$ cat config.mk
export PLATFORM = sky130hd
export DESIGN_NAME = riscv_dmem_ctrl
export DESIGN_NICKNAME = d
export VERILOG_FILES = /design/src/rtl/riscv_state_pkg.sv /design/src/rtl/riscv_dmem_align.sv /design/src/rtl/riscv_dmem_ctrl.sv
export SDC_FILE = /design/constraint.sdc
export NUM_CORES = 1
export LEC_CHECK = 0
export CAP_MARGIN = 0
export CORE_MARGIN = 3
export CORE_UTILIZATION = 40
export CTS_BUF_LIST = sky130_fd_sc_hd__clkbuf_4
export CTS_CLUSTER_SIZE = 25
export DETAILED_ROUTE_END_ITERATION = 12
export PLACE_DENSITY_LB_ADDON = 0.05
export SYNTH_ARGS = -nofsm -noshare
export SYNTH_HDL_FRONTEND = slang
export SYNTH_SLANG_ARGS = --single-unit
export TNS_END_PERCENT = 20
$ cat constraint.sdc
create_clock -name clk_i -period 1.86 [get_ports clk_i]
set_input_delay 0.372 -clock clk_i [delete_from_list [all_inputs] [get_ports clk_i]]
set_output_delay 0.372 -clock clk_i [all_outputs]
set_load 0.1 [all_outputs]
$ cat src/rtl/riscv_state_pkg.sv
// Shared core-side types for the data-memory path: access size encoding and
// a helper giving the byte count of a legal access size.
package riscv_state_pkg;

  typedef enum logic [2:0] {
    BYTE  = 3'd0,
    HWORD = 3'd1,
    WORD  = 3'd2,
    DWORD = 3'd3
  } dmem_size_t;

  // Only the low two bits matter; larger encodings are rejected as misaligned upstream.
  function automatic logic [3:0] size_bytes(input logic [2:0] size);
    return 4'd1 << size[1:0];
  endfunction

endpackage

$ cat src/rtl/riscv_dmem_align.sv
// Combinational alignment helper: byte-enable generation, misalignment
// detection and store-lane replication for one data-memory access.
module riscv_dmem_align
  import riscv_state_pkg::*;
#(
  parameter int XLEN = 32
) (
  input  logic [XLEN-1:0]   adr_i,
  input  logic [2:0]        size_i,
  input  logic [XLEN-1:0]   d_i,
  output logic [XLEN/8-1:0] be_o,
  output logic              misaligned_o,
  output logic [XLEN-1:0]   d_o
);

  localparam int NB   = XLEN / 8;
  localparam int OFFW = $clog2(NB);

  logic [NB-1:0]   mask;
  logic [OFFW-1:0] off;
  logic [3:0]      nbytes;

  assign off    = adr_i[OFFW-1:0];
  assign nbytes = size_bytes(size_i);

  always_comb begin
    misaligned_o = 1'b0;
    case (size_i)
      BYTE:    misaligned_o = 1'b0;
      HWORD:   misaligned_o = adr_i[0];
      WORD:    misaligned_o = (adr_i[1:0] != 2'b00);
      // A doubleword cannot fit a 32-bit bus at all.
      DWORD:   misaligned_o = (XLEN == 32) ? 1'b1 : (adr_i[2:0] != 3'b000);
      default: misaligned_o = 1'b1;
    endcase
  end

  always_comb begin
    mask = '0;
    for (int i = 0; i < NB; i++) begin
      mask[i] = (unsigned'(i) < 32'(nbytes));
    end
  end

  assign be_o = mask << off;

  always_comb begin
    d_o = d_i;
    case (size_i)
      BYTE:    d_o = {NB{d_i[7:0]}};
      HWORD:   d_o = {(NB/2){d_i[15:0]}};
      WORD:    d_o = {(XLEN/32){d_i[31:0]}};
      default: d_o = d_i;
    endcase
  end

endmodule

$ cat src/rtl/riscv_dmem_ctrl.sv
// Data-memory controller: accepts one load/store from the memory stage, checks
// alignment and range, runs a single bus transaction and returns a one-cycle response.
module riscv_dmem_ctrl
  import riscv_state_pkg::*;
#(
  parameter int              XLEN     = 32,
  parameter logic [XLEN-1:0] MEM_BASE = '0,
  parameter logic [XLEN-1:0] MEM_SIZE = XLEN'('h1_0000)
) (
  input  logic              clk_i,
  input  logic              rst_ni,
  input  logic              dmem_req_i,
  input  logic [XLEN-1:0]   dmem_adr_i,
  input  logic [2:0]        dmem_size_i,
  input  logic              dmem_we_i,
  input  logic [XLEN-1:0]   dmem_d_i,
  output logic              dmem_stall_o,
  output logic              dmem_ack_o,
  output logic              dmem_err_o,
  output logic              dmem_misaligned_o,
  output logic              dmem_page_fault_o,
  output logic [XLEN-1:0]   dmem_q_o,
  output logic              bus_req_o,
  output logic [XLEN-1:0]   bus_adr_o,
  output logic              bus_we_o,
  output logic [XLEN/8-1:0] bus_be_o,
  output logic [XLEN-1:0]   bus_d_o,
  input  logic              bus_gnt_i,
  input  logic              bus_rvalid_i,
  input  logic              bus_err_i,
  input  logic [XLEN-1:0]   bus_q_i
);

  localparam int NB   = XLEN / 8;
  localparam int OFFW = $clog2(NB);

  localparam logic [1:0] IDLE  = 2'd0;
  localparam logic [1:0] REQ   = 2'd1;
  localparam logic [1:0] RSP   = 2'd2;
  localparam logic [1:0] FAULT = 2'd3;

  logic [1:0]      state_q, state_d;
  logic            bus_req_q, bus_req_d;
  logic [XLEN-1:0] bus_adr_q, bus_adr_d;
  logic            bus_we_q, bus_we_d;
  logic [NB-1:0]   bus_be_q, bus_be_d;
  logic [XLEN-1:0] bus_d_q, bus_d_d;
  logic            ack_q, ack_d;
  logic            err_q, err_d;
  logic            mis_q, mis_d;
  logic [XLEN-1:0] q_q, q_d;

  logic [NB-1:0]   al_be;
  logic            al_misaligned;
  logic [XLEN-1:0] al_d;
  logic [XLEN:0]   acc_end;
  logic [XLEN:0]   win_end;
  logic            out_of_range;

  riscv_dmem_align #(
    .XLEN(XLEN)
  ) u_align (
    .adr_i        (dmem_adr_i),
    .size_i       (dmem_size_i),
    .d_i          (dmem_d_i),
    .be_o         (al_be),
    .misaligned_o (al_misaligned),
    .d_o          (al_d)
  );

  // One extra bit so an access wrapping past the top of the address space is rejected.
  assign acc_end      = {1'b0, dmem_adr_i} + (XLEN+1)'(size_bytes(dmem_size_i));
  assign win_end      = {1'b0, MEM_BASE} + {1'b0, MEM_SIZE};
  assign out_of_range = (dmem_adr_i < MEM_BASE) || (acc_end > win_end);

  assign dmem_stall_o = dmem_req_i & (state_q != IDLE);

  always_comb begin
    state_d   = state_q;
    bus_req_d = bus_req_q;
    bus_adr_d = bus_adr_q;
    bus_we_d  = bus_we_q;
    bus_be_d  = bus_be_q;
    bus_d_d   = bus_d_q;
    ack_d     = 1'b0;
    err_d     = 1'b0;
    mis_d     = 1'b0;
    q_d       = q_q;
    case (state_q)
      IDLE: begin
        if (dmem_req_i) begin
          if (al_misaligned) begin
            state_d = FAULT;
            mis_d   = 1'b1;
          end else if (out_of_range) begin
            state_d = FAULT;
            err_d   = 1'b1;
          end else begin
            state_d   = REQ;
            bus_req_d = 1'b1;
            bus_adr_d = {dmem_adr_i[XLEN-1:OFFW], {OFFW{1'b0}}};
            bus_we_d  = dmem_we_i;
            bus_be_d  = al_be;
            bus_d_d   = al_d;
          end
        end
      end
      REQ: begin
        if (bus_gnt_i) begin
          state_d   = RSP;
          bus_req_d = 1'b0;
        end
      end
      RSP: begin
        // An error completes the data phase even if rvalid arrives with it.
        if (bus_err_i) begin
          state_d  = IDLE;
          err_d    = 1'b1;
          bus_we_d = 1'b0;
          bus_be_d = '0;
        end else if (bus_rvalid_i) begin
          state_d  = IDLE;
          ack_d    = 1'b1;
          q_d      = bus_q_i;
          bus_we_d = 1'b0;
          bus_be_d = '0;
        end
      end
      FAULT: begin
        state_d = IDLE;
      end
      default: begin
        state_d = IDLE;
      end
    endcase
  end

  always_ff @(posedge clk_i or negedge rst_ni) begin
    if (!rst_ni) begin
      state_q   <= IDLE;
      bus_req_q <= 1'b0;
      bus_adr_q <= '0;
      bus_we_q  <= 1'b0;
      bus_be_q  <= '0;
      bus_d_q   <= '0;
      ack_q     <= 1'b0;
      err_q     <= 1'b0;
      mis_q     <= 1'b0;
      q_q       <= '0;
    end else begin
      state_q   <= state_d;
      bus_req_q <= bus_req_d;
      bus_adr_q <= bus_adr_d;
      bus_we_q  <= bus_we_d;
      bus_be_q  <= bus_be_d;
      bus_d_q   <= bus_d_d;
      ack_q     <= ack_d;
      err_q     <= err_d;
      mis_q     <= mis_d;
      q_q       <= q_d;
    end
  end

  assign dmem_ack_o        = ack_q;
  assign dmem_err_o        = err_q;
  assign dmem_misaligned_o = mis_q;
  assign dmem_page_fault_o = 1'b0;
  assign dmem_q_o          = q_q;
  assign bus_req_o         = bus_req_q;
  assign bus_adr_o         = bus_adr_q;
  assign bus_we_o          = bus_we_q;
  assign bus_be_o          = bus_be_q;
  assign bus_d_o           = bus_d_q;

endmodule

Word-level counts from Yosys, hierarchy flattened. Cells that the tools add are included. Widths: inputs -> output; s select.

Bits in registers: 105. Output and inout bits: 107.

Shifts and indexed selects: 2. Reduce and logical (&&, ||, !) cells: 12. Order comparisons: 6. Bitwise logic cells: 4. Mux-type cells: 37. Eq/ne operators: 10. Add/sub/neg operators: 1.

Operators with widths (number): $pmux 32 s2 (1); $add 32x4->33 (1); $gt 33x17->1 const B (1); $lt 32x1->1 const B (1); $mux 4 (5); $mux 1 (19); $mux 2 (6); $reduce_and 5->1 (2); $lt 1x4->1 const A (2); $lt 2x4->1 const A (2); $ne 2x2->1 const B (4); $pmux 2 s4 (1); $pmux 4 s2 (1); $reduce_bool 2->1 (4); $pmux 1 s2 (3); $reduce_and 3->1 (2); $eq 2x2->1 const B (2); $reduce_and 4->1 (1); $shl 1x2->4 const A (1); $shl 4x2->4 (1); $eq 3x1->1 const B (1); $eq 3x2->1 const B (1); $logic_not 3->1 (1); $ne 3x3->1 const B (1); 6 further kinds (8).

Logic depth before layout (Yosys ltp). Gate-level depths: netlist (run 1).

Depth after elaboration: 8. Mapped depth: 16.

Hierarchy. From an unflattened synthesis (run 1), not the netlist that was laid out.

Cell total of the unflattened synthesis: 439. Area total of the unflattened synthesis: 5462.7 µm².

Modules (own cells, without submodules): riscv_dmem_ctrl (seq. area each 2627.5 µm², cells each 374, times used 1, area each 4936.0 µm²); riscv_dmem_align (seq. area each 0.0 µm², cells each 65, times used 1, area each 526.8 µm²).

Worst setup path after synthesis (run 1). No wires, ideal clock.

Path kind: input to register. From: in dmem_size_i[0]. To: reg bus_adr_q[10], in the netlist bus_adr_o[10]. Buffers on the path: 4. Required time: 1732 ps. Arrival: 3509 ps. Library setup time: 128 ps. Slack: -1777 ps. Stages: 14. Cells stage by stage: buf_2 buf_1 nor2b_1 ha_1 o21a_1 o2111a_1 o21ai_1 mux2_2 o22a_1 o31ai_2 and3_1 buf_4 buf_6 mux2_1.

Longest elaborated chain between the ends: 6.

Ends and longest elaborated chain: start: declaration (line riscv_dmem_ctrl.sv:14) `input logic [2:0] dmem_size_i,`; $shl 1x2->4 (line riscv_state_pkg.sv:14) `return 4'd1 << size[1:0];`; $add 32x4->33 (line riscv_dmem_ctrl.sv:72) `assign acc_end = {1'b0, dmem_adr_i} + (XLEN+1)'(size_bytes(dmem_size_i));`; $gt 33x17->1 (line riscv_dmem_ctrl.sv:74) `assign out_of_range = (dmem_adr_i < MEM_BASE) || (acc_end > win_end);`; $logic_or 1x1->1 (line riscv_dmem_ctrl.sv:74); $not 1->1 (no line); $reduce_and 4->1 (no line) *; end signal: assignment (line riscv_dmem_ctrl.sv:153) `bus_adr_q <= bus_adr_d;`; end: declaration (line riscv_dmem_ctrl.sv:44) `logic [XLEN-1:0] bus_adr_q, bus_adr_d;`.

Mark *: on every way between the ends. The rest lies on a longest branch, timed or not. A chain may end at the register's enable or synchronous reset.

Worst setup path in the final report (run 1).
From: in dmem_size_i[1]. To: reg bus_d_q[1], in the netlist bus_d_o[1].

Longest elaborated chain between the ends: 6.

Ends and longest elaborated chain: $shl 1x2->4 (line riscv_state_pkg.sv:14); $add 32x4->33 (line riscv_dmem_ctrl.sv:72); $gt 33x17->1 (line riscv_dmem_ctrl.sv:74); $logic_or 1x1->1 (line riscv_dmem_ctrl.sv:74); $not 1->1 (no line); $reduce_and 4->1 (no line) *; end signal: assignment (line riscv_dmem_ctrl.sv:156) `bus_d_q <= bus_d_d;`; end: declaration (line riscv_dmem_ctrl.sv:47) `logic [XLEN-1:0] bus_d_q, bus_d_d;`.

Marks and branches as above.

==> flow_summary.json, run 1 <==
{
  "finalSetupTns_ns": -51.82,
  "io_pins": 213,
  "max_cap_violations": 0,
  "violations": "setup timing",
  "crit_path_start_kind": "input port",
  "syn_inst": 447,
  "r2r-start": "state_q[1]",
  "cts_tree": "built",
  "grt_max_degree": 36,
  "cts_buffers": 9,
  "top_layer_used": "met4",
  "drtIter0Drc": 290,
  "synth.distinct_cells": 60,
  "rsz0062_at_grt": "yes",
  "multiInputGateArea_um2": 2730,
  "vdd_drop_max_v": 0.00146,
  "num_vias": 4789,
  "ff_latch_area_um2": 2630,
  "ys_top_cells_by_area": "dfrtp_1 (51%), mux2_2 (7.2%), mux2_1 (6.7%)",
  "final_util_pct": 78.5,
  "cts_sinks": 105,
  "vias_per_cell": 5.30,
  "htree_levels": 3,
  "crit_type": "input port to flip-flop",
  "route.detailed.drc": 0,
  "routed_wl_mm": 17.0,
  "setup_viol": 70,
  "period_needed_ns": 2.73,
  "first_pass_iters": 4,
  "yosysTopAreaCell": "dfrtp_1",
  "cp_slowest_stage_delay_ns": 0.32,
  "layout-drive-gt1-share_pct": 43.8,
  "nets": 840,
  "die_w_um": 120,
  "worstPathCellList": "buf_8, and2_4, ha_4, o21a_1, o211a_1, and3_4, a31oi_1, or2_1, nor4b_4, and3_4, buf_6, buf_16, mux2_4",
  "areaGrowthSynthToFinish_pct": 86.9,
  "wl_met3_mm": 1.41,
  "power_density_nw_per_um2": 1020,
  "fillers": 817,
  "whs_path_depth": 2,
  "min-delay-start": "dmem_adr_i[2]",
  "grt_pass1_vias": 5063,
  "num_rows": 40,
  "cp-end-kind": "flip-flop",
  "routedWlPerCell_um": 18.9,
  "fin_skew_ns": 0.0123,
  "hold_path_end": "bus_adr_o[2]",
  "clk_pin_slew_ns": 0.17,
  "die_y_um": 120,
  "cpMostUsedCell": "and3_4",
  "report.final.slew_viol_count": 0,
  "synth_edf_count": 0,
  "hold_viol_final": 0,
  "hold_class": "input port to flip-flop",
  "reg2reg_setup_slack_ns": -0.01,
  "yosysWarnings": 0,
  "met2_length_mm": 8.59,
  "slowest_stage": "and3_4",
  "root_buffer": "clkbuf_4",
  "r2r-end": "bus_d_o[1]",
  "layout_common_cells": "buf_12 (110), dfrtp_1 (105), clkdlybuf4s50_1 (85)",
  "initial_core_util_pct": 42.0,
  "synth_top_flop_cell": "dfrtp_1",
  "yosys.area.top_type_share_pct": 50.8,
  "grt_pass1_wl_mm": 26.8,
  "status": "complete, but fails checks",
  "dp_hpwl_mm": 12.5,
  "finalCritPeriodShare_pct": 147,
  "die_area_um2": 14300,
  "r2r_cells": 7,
  "grt-ovfl-total": 0,
  "mostFrequentLayoutCell": "buf_12",
  "diodes": 0,
  "drt-met1-wl_mm": 6.70,
  "synthArstFlopShare_pct": 100,
  "numPortBuffers": 209,
  "place_congestion": 0.878,
  "clk_latency_ns": 0.49,
  "track_usage_pct": 23.7,
  "cp_data_required_time_ns": 2.26,
  "synth_area_per_cell_um2": 11.6,
  "antenna_found_initial": 0,
  "cp.arrival_ns": 3.13,
  "setup_ws_ns": -0.867,
  "fmax_ghz": 0.367,
  "final_antenna_net_count": 0,
  "syn-cell-area_um2": 5170,
  "p_leak_nw": 4.30,
  "ys_seq_elements": 105,
  "clock_path_buffers": 2,
  "fp.coreArea_um2": 12300,
  "path_max_fanout": 5,
  "seq_area_frac_synth_pct": 50.8
}
-- per-stage QoR --
step           setup WS (ns)  cell area [um2]  hold WS (ns)  cells  total power, mW
3_5_place_dp           -1.86             9100         0.366    870             8.78
3_3_place_gp           -1.77             9100         0.354    870             8.69
4_1_cts               -0.793             9570         0.132    901             9.92
2_1_floorplan          -1.37             5340        0.0764    449             6.32
5_1_grt               -0.955             9670         0.170    903             10.2
6_report              -0.867             9670         0.155    903             9.86
-- power breakdown --
part	leakage [nW]	switching (mW)	internal, mW
Sequential	1.40	0.389	2.67
Combinational	2.83	3.52	2.15
Clock	0.0670	0.810	0.318
-- logic make-up (layout without fill, tap and decap cells) --
family,count (synthesis),count (layout),synth area share (%)
flops,105,105,50.8
other cells,1,3,0.0725
mux,94,94,19.7
buf+inv,33,319,3.55
compound gates,88,88,11.2
simple gates,114,114,12.3
fa+ha+maj,5,5,1.19
xor+xnor,7,7,1.19
-- how the worst max path moves through the flow --
| stage | startpoint | end | cells past startpoint |
|---|---|---|---|
| final | dmem_size_i[1] | bus_d_o[1] | 13 |
| after detailed placement | dmem_size_i[1] | bus_d_o[24] | 13 |
| after CTS | dmem_size_i[1] | bus_d_o[27] | 13 |
| after global placement | dmem_size_i[1] | bus_d_o[2] | 13 |
| after floorplan | dmem_size_i[0] | bus_adr_o[10] | 14 |
| after global routing | dmem_size_i[1] | bus_d_o[31] | 14 |
-- synth_stat cells, types with 6 or more instances --
cell and instances:
a31oi_1 20, xnor2_1 6, a21oi_1 31, nand2_1 14
mux2_1 31, mux2_2 33, mux2i_1 30, nand4_1 7
buf_4 7, nand3_1 14, dfrtp_1 105, nor2_1 24
nor2b_1 18, nor3_1 6, clkbuf_1 14, and3_1 6
-- state kept, by name, indices dropped and copies added (netlist names) --
name,count
dmem_ack_o,1
dmem_err_o,1
state_q,2
bus_be_o,4
bus_req_o,1
bus_d_o,32
bus_adr_o,30
dmem_misaligned_o,1
dmem_q_o,32
bus_we_o,1
-- routing by layer --
metal	vias up	GRT usage [%]
li1	2213	-
met1	2363	29.5
met5	-	0
met4	0	8.09
met3	28	6.79
met2	185	39.7
-- critical path: cells and delay by family --
family | cells | cell delay [ns]
muxes | 1 | 0.29
AOI/OAI and AO/OA | 3 | 0.52
buffers and inverters | 3 | 0.37
and+or+nand+nor | 5 | 1.32
adders and majority gates | 1 | 0.25
-- cell type report --
type	count	share of cell area [%]
inverters	4	0.155
clock inverters	5	0.414
well taps	168	2.17
multi-input cells	311	28.2
flip-flops and latches	105	27.2
repair buffers	299	41.0
clock buffers	11	0.854
-- timing repair --
item	4_1_cts	5_1_grt
resized for setup	83	18
buffers inserted	12	2
hold endpoints to repair	32	0
hold buffers	1	0
endpoints found under the setup margin	70	70
pin swaps	25	3
gates cloned	2	2
Power figures use the tool's default switching activity.
==> inputs of run 2 (changes only) <==
--- a/config.mk
+++ b/config.mk
@@ -11,7 +11,7 @@
 export CTS_BUF_LIST = sky130_fd_sc_hd__clkbuf_4
 export CTS_CLUSTER_SIZE = 25
 export DETAILED_ROUTE_END_ITERATION = 12
-export PLACE_DENSITY_LB_ADDON = 0.05
+export PLACE_DENSITY = 0.78
 export SYNTH_ARGS = -nofsm -noshare
 export SYNTH_HDL_FRONTEND = slang
 export SYNTH_SLANG_ARGS = --single-unit
==> flow_summary.json, run 2 (synthesized netlist as in run 1, its figures left out) <==
{
  "status": "complete, but fails checks",
  "violations": "setup timing",
  "drtIter0Drc": 366,
  "setup_viol": 70,
  "first_pass_iters": 5,
  "power.internal_mw": 5.22,
  "htree_levels": 3,
  "mostFrequentLayoutCell": "buf_12",
  "cp-end-kind": "flip-flop",
  "ff_latch_area_um2": 2630,
  "min-delay-start": "dmem_adr_i[2]",
  "fillers": 729,
  "crit_path_end": "bus_d_o[29]",
  "fmax_ghz": 0.353,
  "rsz0062_at_grt": "yes",
  "fp.coreArea_um2": 12300,
  "critPathBufInv": 5,
  "dp_hpwl_mm": 13.8,
  "track_usage_pct": 26.3,
  "startpoint": "dmem_adr_i[0]",
  "p_sw_share_pct": 47.5,
  "hold-worst-slack_ns": 0.201,
  "num_vias": 4940,
  "areaGrowthSynthToFinish_pct": 86.5,
  "fin_skew_ns": 0.0166,
  "io_pins": 213,
  "cts_tree": "built",
  "report.final.slew_viol_count": 0,
  "cp_slowest_stage_delay_ns": 0.35,
  "hold_viol_final": 0,
  "path_max_fanout": 7,
  "r2r-end": "bus_d_o[29]",
  "hold_class": "input port to flip-flop",
  "initial_core_util_pct": 42.0,
  "p_leak_nw": 4.34,
  "cp.depth": 14,
  "die_area_um2": 14300,
  "layout_common_cells": "buf_12 (109), dfrtp_1 (105), clkdlybuf4s50_1 (85)",
  "grt-ovfl-total": 0,
  "slowest_stage": "a211o_4",
  "route.detailed.drc": 0,
  "power_density_nw_per_um2": 1030,
  "numPortBuffers": 209,
  "vias_per_cell": 5.48,
  "multiInputGateArea_um2": 2700,
  "r2r-start": "state_q[1]",
  "die_y_um": 120,
  "final_antenna_net_count": 0,
  "grt_pass1_wl_mm": 29.6,
  "cp.arrival_ns": 3.20,
  "max_cap_violations": 0,
  "clk_pin_slew_ns": 0.16,
  "r2r_cells": 8,
  "p_switching_mw": 4.72,
  "die_w_um": 120,
  "crit_path_start_kind": "input port",
  "root_buffer": "clkbuf_4",
  "clock_path_buffers": 2,
  "cts_buffers": 9,
  "cts_sinks": 105,
  "period_needed_ns": 2.83,
  "clk_latency_ns": 0.47,
  "routed_wl_mm": 18.6,
  "vdd_drop_max_v": 0.00177,
  "grt_pass1_vias": 5347,
  "layout-drive-gt1-share_pct": 42.2,
  "worstPathCellList": "dlygate4sd2_1, ha_2, ha_2, a211o_4, and3_4, buf_4, a211o_1, nand2_1, nor4b_4, and3_4, buf_6, buf_6, buf_12, mux2_4",
  "path_delay_family": "simple AND/OR/NAND/NOR gates",
  "cp_data_required_time_ns": 2.22,
  "routedWlPerCell_um": 20.7,
  "combPwrFrac_pct": 57.6,
  "num_rows": 40,
  "grt_max_degree": 34,
  "fin_total_pwr_mw": 9.94,
  "pwr-share-clk_pct": 11.6,
  "setup_ws_ns": -0.973,
  "place_congestion": 0.886,
  "crit_type": "input port to flip-flop",
  "finalCritPeriodShare_pct": 152,
  "antenna_found_initial": 1,
  "p_seq_share_pct": 30.9,
  "reg2reg_setup_slack_ns": 0.05,
  "nets": 841
}
-- run 2: cell count changes in the layout (fill, tap and decap cells not counted), moves of 3 or more --
cell,delta
a21oi_1,+7
a21oi_2,-7
dlygate4sd2_1,-4
dlymetal6s2s_1,+5
mux2_1,+3
mux2_4,-3
-- run 2: final cells by class --
cell class / instances / area share (%)
inverters: 4 / 0.156
flip-flops and latches: 105 / 27.2
clock buffers: 9 / 0.700
repair buffers: 300 / 41.1
clock inverters: 4 / 0.571
multi-input cells: 311 / 28.0
well taps: 168 / 2.18
diodes: 1 / 0.0259
-- run 2: worst min path at each step --
stage | end | slack (ns) | depth (start not counted)
after floorplan | bus_adr_o[10] | 0.08 | 0
after global placement | bus_d_o[2] | 0.32 | 1
after detailed placement | bus_adr_o[27] | 0.33 | 1
after CTS | bus_adr_o[2] | 0.16 | 2
after global routing | bus_adr_o[2] | 0.16 | 2
final | bus_adr_o[2] | 0.20 | 2
-- run 2: routing by layer --
layer	wire (um)	global-route usage, %
met3	1490	6.60
met1	6850	30.1
met2	9660	47.1
met5	0	0
met4	638	9.88
-- run 2: power groups by stage --
stage | registers (mW) | clock network (mW) | logic [mW]
after floorplan | 5.57 | 0 | 0.752
after global placement | 3.08 | 0 | 5.62
after detailed placement | 3.12 | 0 | 5.69
after CTS | 3.08 | 1.17 | 5.72
after global routing | 3.12 | 1.28 | 5.88
final | 3.07 | 1.15 | 5.72
-- run 2: per-stage QoR --
step | setup slack (ns) | util [%] | setup TNS (ns) | std cells | cell area (um2)
3_5_place_dp | -1.91 | 74.1 | -126.05 | 873 | 9120
5_1_grt | -0.990 | 78.4 | -61.67 | 902 | 9650
4_1_cts | -0.839 | 78.2 | -53.00 | 902 | 9620
2_1_floorplan | -1.37 | - | -88.92 | 449 | 5340
6_report | -0.973 | 78.4 | -60.19 | 902 | 9650
3_3_place_gp | -1.72 | 74.1 | -114.14 | 873 | 9120
-- run 2: what timing repair did --
action | in CTS | in global routing
pin swaps | 21 | 9
setup endpoints to repair | 70 | 70
hold endpoints to repair | 27 | 0
hold buffers | 1 | 0
resized for setup | 74 | 14
buffers inserted | 11 | 1
cloned | 4 | 0
==> inputs of run 3 (changes only) <==
--- a/config.mk
+++ b/config.mk
@@ -6,13 +6,14 @@
 export NUM_CORES = 1
 export LEC_CHECK = 0
 export CAP_MARGIN = 0
+export CELL_PAD_IN_SITES_DETAIL_PLACEMENT = 1
+export CELL_PAD_IN_SITES_GLOBAL_PLACEMENT = 1
 export CORE_MARGIN = 3
-export CORE_UTILIZATION = 40
+export CORE_UTILIZATION = 30
 export CTS_BUF_LIST = sky130_fd_sc_hd__clkbuf_4
 export CTS_CLUSTER_SIZE = 25
 export DETAILED_ROUTE_END_ITERATION = 12
-export PLACE_DENSITY = 0.78
+export PLACE_DENSITY_LB_ADDON = 0.1
 export SYNTH_ARGS = -nofsm -noshare
 export SYNTH_HDL_FRONTEND = slang
 export SYNTH_SLANG_ARGS = --single-unit
-export TNS_END_PERCENT = 20
==> flow_summary.json, run 3 (synthesized netlist as in run 1, its figures left out) <==
{
  "p_leak_nw": 4.43,
  "finalSetupTns_ns": -61.58,
  "p_seq_share_pct": 30.1,
  "hold_class": "input port to flip-flop",
  "routed_wl_mm": 19.9,
  "p_sw_share_pct": 46.9,
  "finalCritPeriodShare_pct": 154,
  "track_usage_pct": 20.9,
  "grt_pass1_vias": 5585,
  "setup_viol": 70,
  "combPwrFrac_pct": 56.3,
  "dp_hpwl_mm": 14.5,
  "fmax_ghz": 0.350,
  "cp_data_required_time_ns": 2.24,
  "report.final.slew_viol_count": 0,
  "period_needed_ns": 2.86,
  "grt-ovfl-total": 0,
  "antenna_found_initial": 2,
  "path_max_fanout": 7,
  "htree_levels": 3,
  "num_rows": 47,
  "clk_latency_ns": 0.49,
  "cp-end-kind": "flip-flop",
  "root_buffer": "clkbuf_4",
  "initial_core_util_pct": 30.9,
  "grt_max_degree": 46,
  "place_congestion": 0.828,
  "grt_pass1_wl_mm": 30.6,
  "rsz0062_at_grt": "yes",
  "cp.arrival_ns": 3.24,
  "max_cap_violations": 0,
  "status": "complete, but fails checks",
  "drtIter0Drc": 156,
  "numPortBuffers": 209,
  "p_switching_mw": 4.80,
  "pwr-share-clk_pct": 13.6,
  "routedWlPerCell_um": 20.4,
  "cts_tree": "built",
  "num_vias": 4883,
  "power.internal_mw": 5.44,
  "cts_buffers": 9,
  "hold_viol_final": 0,
  "fin_total_pwr_mw": 10.2,
  "power_density_nw_per_um2": 1020,
  "crit_path_start_kind": "input port",
  "place_ws_ns": -2.02,
  "crit_type": "input port to flip-flop",
  "layout-drive-gt1-share_pct": 46.8,
  "final_util_pct": 60.1,
  "fin_skew_ns": 0.0235,
  "die_y_um": 137,
  "final_antenna_net_count": 0,
  "cts_sinks": 105,
  "clock_path_buffers": 2,
  "io_pins": 213,
  "clk_pin_slew_ns": 0.17,
  "areaGrowthSynthToFinish_pct": 94.8,
  "nets": 860,
  "layout_common_cells": "buf_12 (115), dfrtp_1 (105), clkdlybuf4s50_1 (91)",
  "vdd_drop_max_v": 0.00146,
  "die_area_um2": 18900,
  "violations": "setup timing",
  "mostFrequentLayoutCell": "buf_12",
  "fp.coreArea_um2": 16800,
  "die_w_um": 137,
  "route.detailed.drc": 0,
  "vias_per_cell": 5.00,
  "first_pass_iters": 8,
  "setup_ws_ns": -0.999
}
-- run 3: changes by cell type in the layout (fill, tap and decap cells not counted), moves of 4 or more --
cell,previous run,this run
buf_4,73,86
a21oi_1,30,14
a21oi_2,1,17
buf_12,109,115
clkdlybuf4s50_1,85,91
dlymetal6s2s_1,5,1
-- run 3: power by group through the flow --
stage | clock network, mW | logic, mW | registers, mW
detailed placement | 0 | 5.74 | 3.14
finish | 1.39 | 5.77 | 3.08
global placement | 0 | 5.66 | 3.08
global route | 1.54 | 5.96 | 3.14
floorplan | 0 | 0.760 | 5.57
CTS | 1.44 | 5.78 | 3.09
-- run 3: routing by layer --
metal	up-vias	GRT usage (%)	wire length [um]
met5	-	0	13
met4	2	6.15	411
met3	37	6.83	1550
met2	182	36.5	10000
met1	2426	24.5	7860
li1	2236	-	-
-- run 3: what timing repair did --
item,4_1_cts,5_1_grt
endpoints found under the hold margin,25,0
hold buffers,1,0
gates resized for setup,72,32
cloned,4,1
buffers inserted,18,8
setup endpoints to repair,70,70
pin swaps,20,15
-- run 3: path summary, 6_finish.rpt --
check	start	end	slack (ns)	cells after the start
max	dmem_size_i[1]	bus_adr_o[5]	-1.0	14
min	dmem_adr_i[2]	bus_adr_o[2]	0.27	2
max reg2reg	state_q[0]	bus_adr_o[5]	-0.13	7
min reg2reg	state_q[1]	state_q[0]	0.49	1
max in group asynchronous	rst_ni	dmem_q_o[20]	0.94	3
min in group asynchronous	rst_ni	dmem_q_o[1]	0.32	2
-- run 3: through the flow --
stage	std cells	instance area [um2]	hold WS [ns]
3_3_place_gp	936	9330	0.309
5_1_grt	976	10100	0.228
4_1_cts	974	10000	0.212
6_report	976	10100	0.268
2_1_floorplan	449	5400	0.0764
3_5_place_dp	936	9330	0.319
-- run 3: final cells by class --
cell class                      count  area [um2]
Fill cell                        1663        6680
Multi-Input combinational cell    311        2810
Clock inverter                      6        91.3
Inverter                            4        15.0
Tap cell                          220         275
Clock buffer                       10        75.1
Sequential cell                   105        2630
Antenna cell                        1        2.50
Timing Repair Buffer              319        4190
-- run 3: critical path, stage by stage --
cell,delay [ns]
buf_8,0.10
buf_6,0.11
and2_4,0.13
ha_4,0.15
or2_4,0.26
a211o_4,0.31
nand3b_1,0.15
mux2i_1,0.25
o2111ai_2,0.20
o31ai_4,0.32
and3_4,0.28
buf_4,0.13
buf_12,0.12
mux2_1,0.34
==> RTL change, RTL diff (settings of run 2) <==
`XLEN` is set to 32 in 2 places; all go to 64.
--- a/src/rtl/riscv_dmem_align.sv
+++ b/src/rtl/riscv_dmem_align.sv
@@ -4,5 +4,5 @@
   import riscv_state_pkg::*;
 #(
-  parameter int XLEN = 32
+  parameter int XLEN = 64
 ) (
   input  logic [XLEN-1:0]   adr_i,
--- a/src/rtl/riscv_dmem_ctrl.sv
+++ b/src/rtl/riscv_dmem_ctrl.sv
@@ -4,5 +4,5 @@
   import riscv_state_pkg::*;
 #(
-  parameter int              XLEN     = 32,
+  parameter int              XLEN     = 64,
   parameter logic [XLEN-1:0] MEM_BASE = '0,
   parameter logic [XLEN-1:0] MEM_SIZE = XLEN'('h1_0000)
Ports: changed (7 resized); port bits go from 213 to 409. No check against the original RTL was run, so the function may have changed too.
==> RTL change against run 2 <==
The flow still finishes with violations (negative setup slack). Sequential share of layout area shrank 1.5 points. Clock power rose to 3.4 times the old value. Combinational power increased by 110%. Design area increased by 110%. Sequential cell count rose by 99. Power is 120% higher. Wire length increased to 2.6 times the old value. Synthesized area up 100%. Final cell count increased by 120%. First-iteration DRC count grew to 2.7 times the old value. Register-to-register slack improved by 0.09 ns. Setup slack lost 0.78 ns.
==> RTL change: results (changes against run 2) <==
- Status: complete, but fails checks (unchanged)
- Failing checks: negative setup slack (unchanged)
- Met3 usage in global routing: 0.0871 (was 0.0660)
- Clk sink count: 204 (was 105)
- Layout clock buffer count: 78 (was 9)
- Gate power share: 0.544 (was 0.576)
- Register area: 0.00511 sq mm (was 0.00263 sq mm)
- Top post-synthesis cells by area: dfrtp_1 (49%), mux2_2 (14%), nand2_1 (3.7%) (was dfrtp_1 (51%), mux2_2 (7.2%), mux2_1 (6.7%))
- Internal cell power: 0.0116 W (was 0.00522 W)
- Logic inverters: 36 (was 4)
- TritonRoute pass-1 iters: 6 (was 5)
- Clock Latency Late Sink: 0.70 ns (was 0.47 ns)
- Worst-path clk slew: 0.06 ns (was 0.16 ns)
- # H-tree levels: 2 (was 3)
- Max FO, Critical Path: 19 (was 7)
- Clk tree area frac: 0.0325 (was 0.0127)
- Global-route wire length before repair: 72.6 mm (was 29.6 mm)
- Setup violators final: 138 (was 70)
- Peak supply drop: 1960 uV (was 1770 uV)
- Met2 Use GR: 0.594 (was 0.471)
- Post-DP HPWL: 34.4 mm (was 13.8 mm)
- Synth cell count leaders: dfrtp_1 (204), mux2_2 (127), nand2_1 (104) (was dfrtp_1 (105), mux2_2 (33), a21oi_1 (31), mux2_1 (31), mux2i_1 (30))
- Number of port buffers: 404 (was 209)
- Nets: 1822 (was 841)
- CP peak stage delay: 0.38 ns (was 0.35 ns)
- Pre-CTS setup slack: -3.09 ns (was -1.91 ns)
- Clock tree buffer depth: 3 (was 2)
- Fraction of area in multi-input gates: 0.274 (was 0.280)
- WP data arrival: 4.14 ns (was 3.20 ns)
- Worst Setup Slack, final: -1.76 ns (was -0.973 ns)
- PD cells: 1120 mW/mm^2 (was 1030 mW/mm^2)
- Static Leak: 8.94 nW (was 4.34 nW)
- Final instance area: 0.0198 sq mm (was 0.00965 sq mm)
- Routed vias: 11100 (was 4940)
- Setup tns final: -225.87 ns (was -60.19 ns)
- #MultiIn Comb: 695 (was 311)
- Clock power frac: 0.178 (was 0.116)
- Final WL: 48.9 mm (was 18.6 mm)
- Vias in the first global route: 12100 (was 5347)
- CP max-delay cell: or3_4 (was a211o_4)
- Fillers: 1431 (was 729)
- Initial antenna violation count: 9 (was 1)
- Largest net degree at the start of global routing: 77 (was 34)
- Die area: 0.0281 sq mm (was 0.0143 sq mm)
- Cells after Synth: 986 (was 447)
- Non-filler cells in the finished layout: 1991 (was 902)
==> RTL change: cell families (layout without fill, tap and decap cells) <==
| kind of cell | Yosys count | after routing | synth area share |
|---|---|---|---|
| adder cells (fa/ha/maj) | 6 | 6 | 0.00671 |
| other | 1 | 12 | 0.000359 |
| flip-flops | 204 | 204 | 0.489 |
| XOR/XNOR | 18 | 18 | 0.0151 |
| multiplexers | 164 | 164 | 0.173 |
| AO/OA/AOI/OAI | 155 | 155 | 0.101 |
| buffers and inverters | 90 | 754 | 0.0405 |
| AND/OR/NAND/NOR | 348 | 348 | 0.175 |
==> RTL change: metal layers <==
layer | vias to the layer above | wire length, microns
met3 | 162 | 4140
met5 | - | 13
met1 | 5442 | 16700
li1 | 4846 | -
met2 | 664 | 25100
met4 | 2 | 3020
==> RTL change: what timing repair did <==
| action | 4_1_cts | 5_1_grt |
|---|---|---|
| pin swaps | 26 | 12 |
| gates resized for setup | 127 | 50 |
| gates cloned | 8 | 0 |
| buffers inserted | 18 | 11 |
| hold buffers | 1 | 0 |
| hold endpoints to repair | 204 | 0 |
| endpoints found under the setup margin | 138 | 138 |
==> RTL change: worst paths after layout <==
check                               start            end  slack [ns]  cells after the start
setup / recovery           dmem_size_i[1]    bus_d_o[26]       -1.76                     19
hold / removal              dmem_adr_i[3]   bus_adr_o[3]        0.06                      2
setup reg to reg               state_q[1]   dmem_q_o[47]        0.14                      4
hold reg to reg             bus_adr_o[47]  bus_adr_o[47]        0.57                      1
max in group asynchronous          rst_ni    dmem_q_o[9]        1.15                      3
min in group asynchronous          rst_ni  bus_adr_o[19]        0.07                      2
